[config.mk]
export PLATFORM = sky130hd
export DESIGN_NAME = stack_mem_controller
export DESIGN_NICKNAME = d
export VERILOG_FILES = /design/src/rtl/stack_mem_controller.sv
export SDC_FILE = /design/constraint.sdc
export NUM_CORES = 1
export LEC_CHECK = 0
export ABC_CLOCK_PERIOD_IN_PS = 2700
export CELL_PAD_IN_SITES_DETAIL_PLACEMENT = 1
export CELL_PAD_IN_SITES_GLOBAL_PLACEMENT = 1
export CORE_MARGIN = 3
export CORE_UTILIZATION = 45
export CTS_BUF_LIST = sky130_fd_sc_hd__clkbuf_4
export DETAILED_ROUTE_END_ITERATION = 7
export DONT_BUFFER_PORTS = 1
export PLACE_DENSITY_LB_ADDON = 0.1
export SETUP_SLACK_MARGIN = 0.05
export SYNTH_ARGS = -nofsm -noshare
export SYNTH_HDL_FRONTEND = slang
export SYNTH_SLANG_ARGS = --single-unit
[constraint.sdc]
create_clock -name clk -period 2.7 [get_ports clk]
set_clock_uncertainty 0.05 [all_clocks]
set_input_delay 0.54 -clock clk [delete_from_list [all_inputs] [get_ports clk]]
set_output_delay 0.54 -clock clk [all_outputs]
set_load 0.01 [all_outputs]
[src/rtl/stack_mem_controller.sv]
// Stack-page memory responder: executes 8/16-bit push/pull requests byte by byte
// against the shared memory bus and owns the 8-bit stack pointer.
module stack_mem_controller #(
  parameter logic [7:0] STACK_PAGE = 8'h01,
  parameter logic [7:0] SP_RESET   = 8'hFF
) (
  input  logic        clk,
  input  logic        reset,
  input  logic        req_valid,
  output logic        req_ready,
  input  logic        req_pull,
  input  logic        req_wide,
  input  logic [15:0] req_data,
  output logic        done,
  output logic [15:0] resp_data,
  input  logic        sp_load,
  input  logic [7:0]  sp_load_val,
  output logic [7:0]  sp_out,
  output logic        mem_req,
  output logic        mem_we,
  output logic [15:0] mem_addr,
  output logic [7:0]  mem_wdata,
  input  logic [7:0]  mem_rdata,
  input  logic        mem_ack,
  output logic        err_ovf,
  output logic        err_unf
);

  typedef enum logic [2:0] {
    IDLE    = 3'd0,
    PUSH_HI = 3'd1,
    PUSH_LO = 3'd2,
    PULL_LO = 3'd3,
    PULL_HI = 3'd4,
    DONE    = 3'd5
  } state_t;

  state_t      state, state_next;
  logic [7:0]  sp, sp_next, sp_inc;
  logic [15:0] data_q;
  logic        wide_q;
  logic [7:0]  pull_lo_q;
  logic        accept;

  assign sp_out = sp;
  assign sp_inc = sp + 8'd1;

  // NOTE: every output and next-state value gets a default first so no path
  // through the case statement leaves a signal unassigned (which would infer a latch).
  always_comb begin
    state_next = state;
    sp_next    = sp;
    accept     = 1'b0;
    req_ready  = 1'b0;
    done       = 1'b0;
    mem_req    = 1'b0;
    mem_we     = 1'b0;
    mem_addr   = 16'h0000;
    mem_wdata  = 8'h00;
    err_ovf    = 1'b0;
    err_unf    = 1'b0;

    case (state)
      IDLE: begin
        // A stack-pointer load wins over a request and stalls it for one cycle.
        req_ready = ~sp_load;
        if (sp_load) begin
          sp_next = sp_load_val;
        end else if (req_valid) begin
          accept = 1'b1;
          if (req_pull)      state_next = PULL_LO;
          else if (req_wide) state_next = PUSH_HI;
          else               state_next = PUSH_LO;
        end
      end

      PUSH_HI, PUSH_LO: begin
        mem_req   = 1'b1;
        mem_we    = 1'b1;
        mem_addr  = {STACK_PAGE, sp};
        mem_wdata = (state == PUSH_HI) ? data_q[15:8] : data_q[7:0];
        if (mem_ack) begin
          sp_next    = sp - 8'd1;
          err_ovf    = (sp == 8'h00);
          state_next = (state == PUSH_HI) ? PUSH_LO : DONE;
        end
      end

      PULL_LO, PULL_HI: begin
        mem_req  = 1'b1;
        mem_addr = {STACK_PAGE, sp_inc};
        if (mem_ack) begin
          sp_next    = sp_inc;
          err_unf    = (sp == 8'hFF);
          state_next = (state == PULL_LO && wide_q) ? PULL_HI : DONE;
        end
      end

      DONE: begin
        done       = 1'b1;
        state_next = IDLE;
      end

      default: state_next = IDLE;
    endcase
  end

  always_ff @(posedge clk) begin
    if (reset) begin
      state <= IDLE;
      sp    <= SP_RESET;
    end else begin
      // NOTE: sequential state uses non-blocking assignments so every register
      // samples pre-edge values regardless of statement order.
      state <= state_next;
      sp    <= sp_next;
    end
  end

  // Request latch and response assembly; resp_data changes only when a pull
  // completes or is cleared by a completing push.
  always_ff @(posedge clk) begin
    if (reset) begin
      data_q    <= 16'h0000;
      wide_q    <= 1'b0;
      pull_lo_q <= 8'h00;
      resp_data <= 16'h0000;
    end else begin
      if (accept) begin
        data_q <= req_data;
        wide_q <= req_wide;
      end
      if (mem_ack) begin
        case (state)
          PUSH_LO: resp_data <= 16'h0000;
          PULL_LO: begin
            pull_lo_q <= mem_rdata;
            if (!wide_q) resp_data <= {8'h00, mem_rdata};
          end
          PULL_HI: resp_data <= {mem_rdata, pull_lo_q};
          default: ;
        endcase
      end
    end
  end

endmodule

==> results.ini <==
[status]
status = complete, no violations

[min_path]
min_from = reset
hold_end = state[1]$_SDFFE_PP0P_
worstHoldPathCells = 1
hold_class = in2reg

[timing]
finalMaxSlewViolations = 0
worst_slew_pin_slew_ps = 631
rsz0062_at_grt = false
max_clock_freq_ghz = 0.399
setup-tns-final_ps = 0
min_period_over_period_pct = 92.8
hold_ws_ps = 159
hold_viol = 0
period_needed_ps = 2500
setup_viol = 0
max_slew_margin_pct = 57.7

[drt]
drc_errors = 0
ant_nets = 0
wire_per_inst_um = 19.1
firstDrtPassIters = 4
drt_iter0_drc = 132
viasPerCell = 6.04
route.vias.total = 2693
finalWirelength_um = 8510

[pwr]
powerDensity_mw_per_mm2 = 1020
p_leak_nw = 1.10
ir_drop_mv = 0.502

[worst_setup_path]
reg2reg_depth = 5
cp_data_arrival_time_ps = 1910
crit_fanout = 13
rr_startpoint = state[2]$_SDFFE_PP0P_
reg2reg_slack_ps = 560
crit_path_frequent_cell = buf_4
worst-path-buf-inv = 3
crit_family = buffers and inverters
endpoint_kind = output pin
crit_type = reg2out
max_stage_delay_ps = 450
r2r-end = sp_out[4]$_SDFFE_PP1P_
crit_required_ps = 2110
critPathLaunchType = flop
crit_path_cell_trace = nor2b_1, o21ai_2, inv_2, buf_4, o21ai_0, o41ai_1, buf_4
slowest_stage = dfxtp_4

[synthesis]
yosysWarnings = 0
synth_adder_area_share_pct = 0.882
ys.flop_type = dfxtp_1
syn_avg_cell_area_um2 = 7.56
synth-edff-count = 0
synth.area.mux_share_pct = 1.10
synth_xor_xnor_area_share_pct = 0.926
synth-compound-area-share_pct = 29.4
seq_area_frac_synth_pct = 36.7
async_reset_ff_share_pct = 0
synth_top_family_by_area = compound AO/OA/AOI/OAI gates
ys_types = 60
synth_area_mm2 = 0.00284
syn_inst = 375
ys_ff_latch = 52
synthSimpleGateAreaFrac_pct = 22.6

[placement]
gp_congestion = 0.834
detailed_place_hpwl_um = 6030
io_buffers = 0

[clock_network]
postCtsHoldBufs = 0
cts_max_level = 2
root_buffer = clkbuf_4
clk_path_buf_depth = 2
cts_tree = built
cts_buffers = 5
clock_latency_ps = 380
cts_sinks = 52
clk_pin_slew_ps = 160

[die]
dieArea_mm2 = 0.00729
die_w_um = 85.4
pin_count = 93
core_area_mm2 = 0.00603
start_util_pct = 47.1
fp-row-count = 28
dieHeight_um = 85.4

[grt]
overflow = 0
grt_usage_pct = 23.6
first_global_vias = 2660
grt_max_degree = 51
grt_pass1_wl_um = 13900
antenna_found_initial = 0

[layout]
syn2layout_area_growth_pct = 7.23
layout-drive-gt1-share_pct = 13.2
antennaDiodeCount = 0
nNetsFinal = 411
finish.utilization_pct = 50.5

[job]
drv_cap = 0

==> cell usage after synthesis, types with 5 or more instances <==
cell type  number  share of area [%]
inv_1           9                1.2
a22oi_1        17                4.5
clkbuf_1       26                3.4
nor2_1         17                2.2
dfxtp_1        52                 37
o21ai_0        22                3.9
buf_4           7                1.9
nor3_1          5               0.88
a211oi_1       10                2.6
nand3_1        15                2.6
a21oi_1        50                8.8
nand2_1        62                8.2
buf_2           8                1.4
==> sequential cells by signal (all words and copies together) (netlist names) <==
name and flops:
pull_lo_q 8, wide_q 1, resp_data 16, state 3, sp_out 8, data_q 16
==> metrics by stage <==
step | instance area [um^2] | worst slack, ps | power (mW) | cells
3_5_place_dp | 2920 | 210 | 2.69 | 436
3_3_place_gp | 2920 | 292 | 2.65 | 436
4_1_cts | 3000 | 66.8 | 3.08 | 444
2_1_floorplan | 2860 | 337 | 2.24 | 381
6_report | 3040 | 195 | 3.09 | 446
5_1_grt | 3040 | 61.9 | 3.35 | 446
==> layout make-up <==
cell class              count  area [um^2]
fillers                   766         2980
clock inverters             2         11.3
multi-input cells         278         1620
flip-flops and latches     52         1050
inverters                   9         33.8
repair buffers             24          184
clock buffers               6         45.0
well taps                  75         93.8
==> worst max path at each step <==
stage	from	end	slack, ps	cells past startpoint
5_1_grt	sp_out[2]$_SDFFE_PP1P_	mem_addr[6]	60	6
4_1_cts	state[0]$_SDFFE_PP0P_	mem_addr[5]	70	3
6_report	state[1]$_SDFFE_PP0P_	mem_addr[7]	200	7
3_3_place_gp	state[0]$_SDFFE_PP0P_	mem_addr[5]	290	3
2_1_floorplan	state[0]$_SDFFE_PP0P_	mem_addr[6]	340	7
3_5_place_dp	state[0]$_SDFFE_PP0P_	mem_addr[5]	210	3
==> cells by family (layout without fill, tap and decap cells) <==
kind of cell             count (synthesis)  count (layout)
other                                    1               7
XOR/XNOR                                 3               3
adder cells (fa/ha/maj)                  2               2
AO/OA/AOI/OAI                          131             131
multiplexers                             3               3
AND/OR/NAND/NOR                        132             132
buffers and inverters                   51              41
flip-flops                              52              52
==> placed cells by master (no fill, tap or decap), drive strengths merged, types with 3 or more instances in the layout <==
cell,n
a221oi,3
nand3,15
nor2,17
dfxtp,52
nor4,4
nand2b,4
a22oi,17
inv,9
buf,24
nor3b,3
nor3,5
a21oi,50
a211oi,10
nand2,62
o21ai,23
and3,3
or4b,3
a2bb2oi,3
conb,7
clkbuf,6
nor2b,4
==> worst register-to-register path, delay by kind of cell (launching register included) <==
kind,cells,cell delay (ps)
AO/OA/AOI/OAI,3,940
AND/OR/NAND/NOR,1,530
flip-flops,1,360
buffers and inverters,1,150
==> metal layers <==
| metal | global-route usage [%] | part of all wire, % | vias up |
|---|---|---|---|
| li1 | - | - | 1332 |
| met1 | 32.0 | 45 | 1279 |
| met2 | 37.5 | 47 | 78 |
| met3 | 6.60 | 7.4 | 4 |
| met4 | 4.75 | 0.65 | 0 |
| met5 | 0 | 0 | - |
==> where the power goes <==
| group | switching (mW) | internal (mW) |
|---|---|---|
| sequential | 0.282 | 0.914 |
| clock | 0.252 | 0.110 |
| combinational | 0.897 | 0.638 |
==> timing repair <==
item | in CTS | in global routing
gates resized for setup | 8 | 10
setup endpoints to repair | 10 | 8
buffers inserted | 0 | 2
Note: power is estimated with default switching activity, not from simulation.
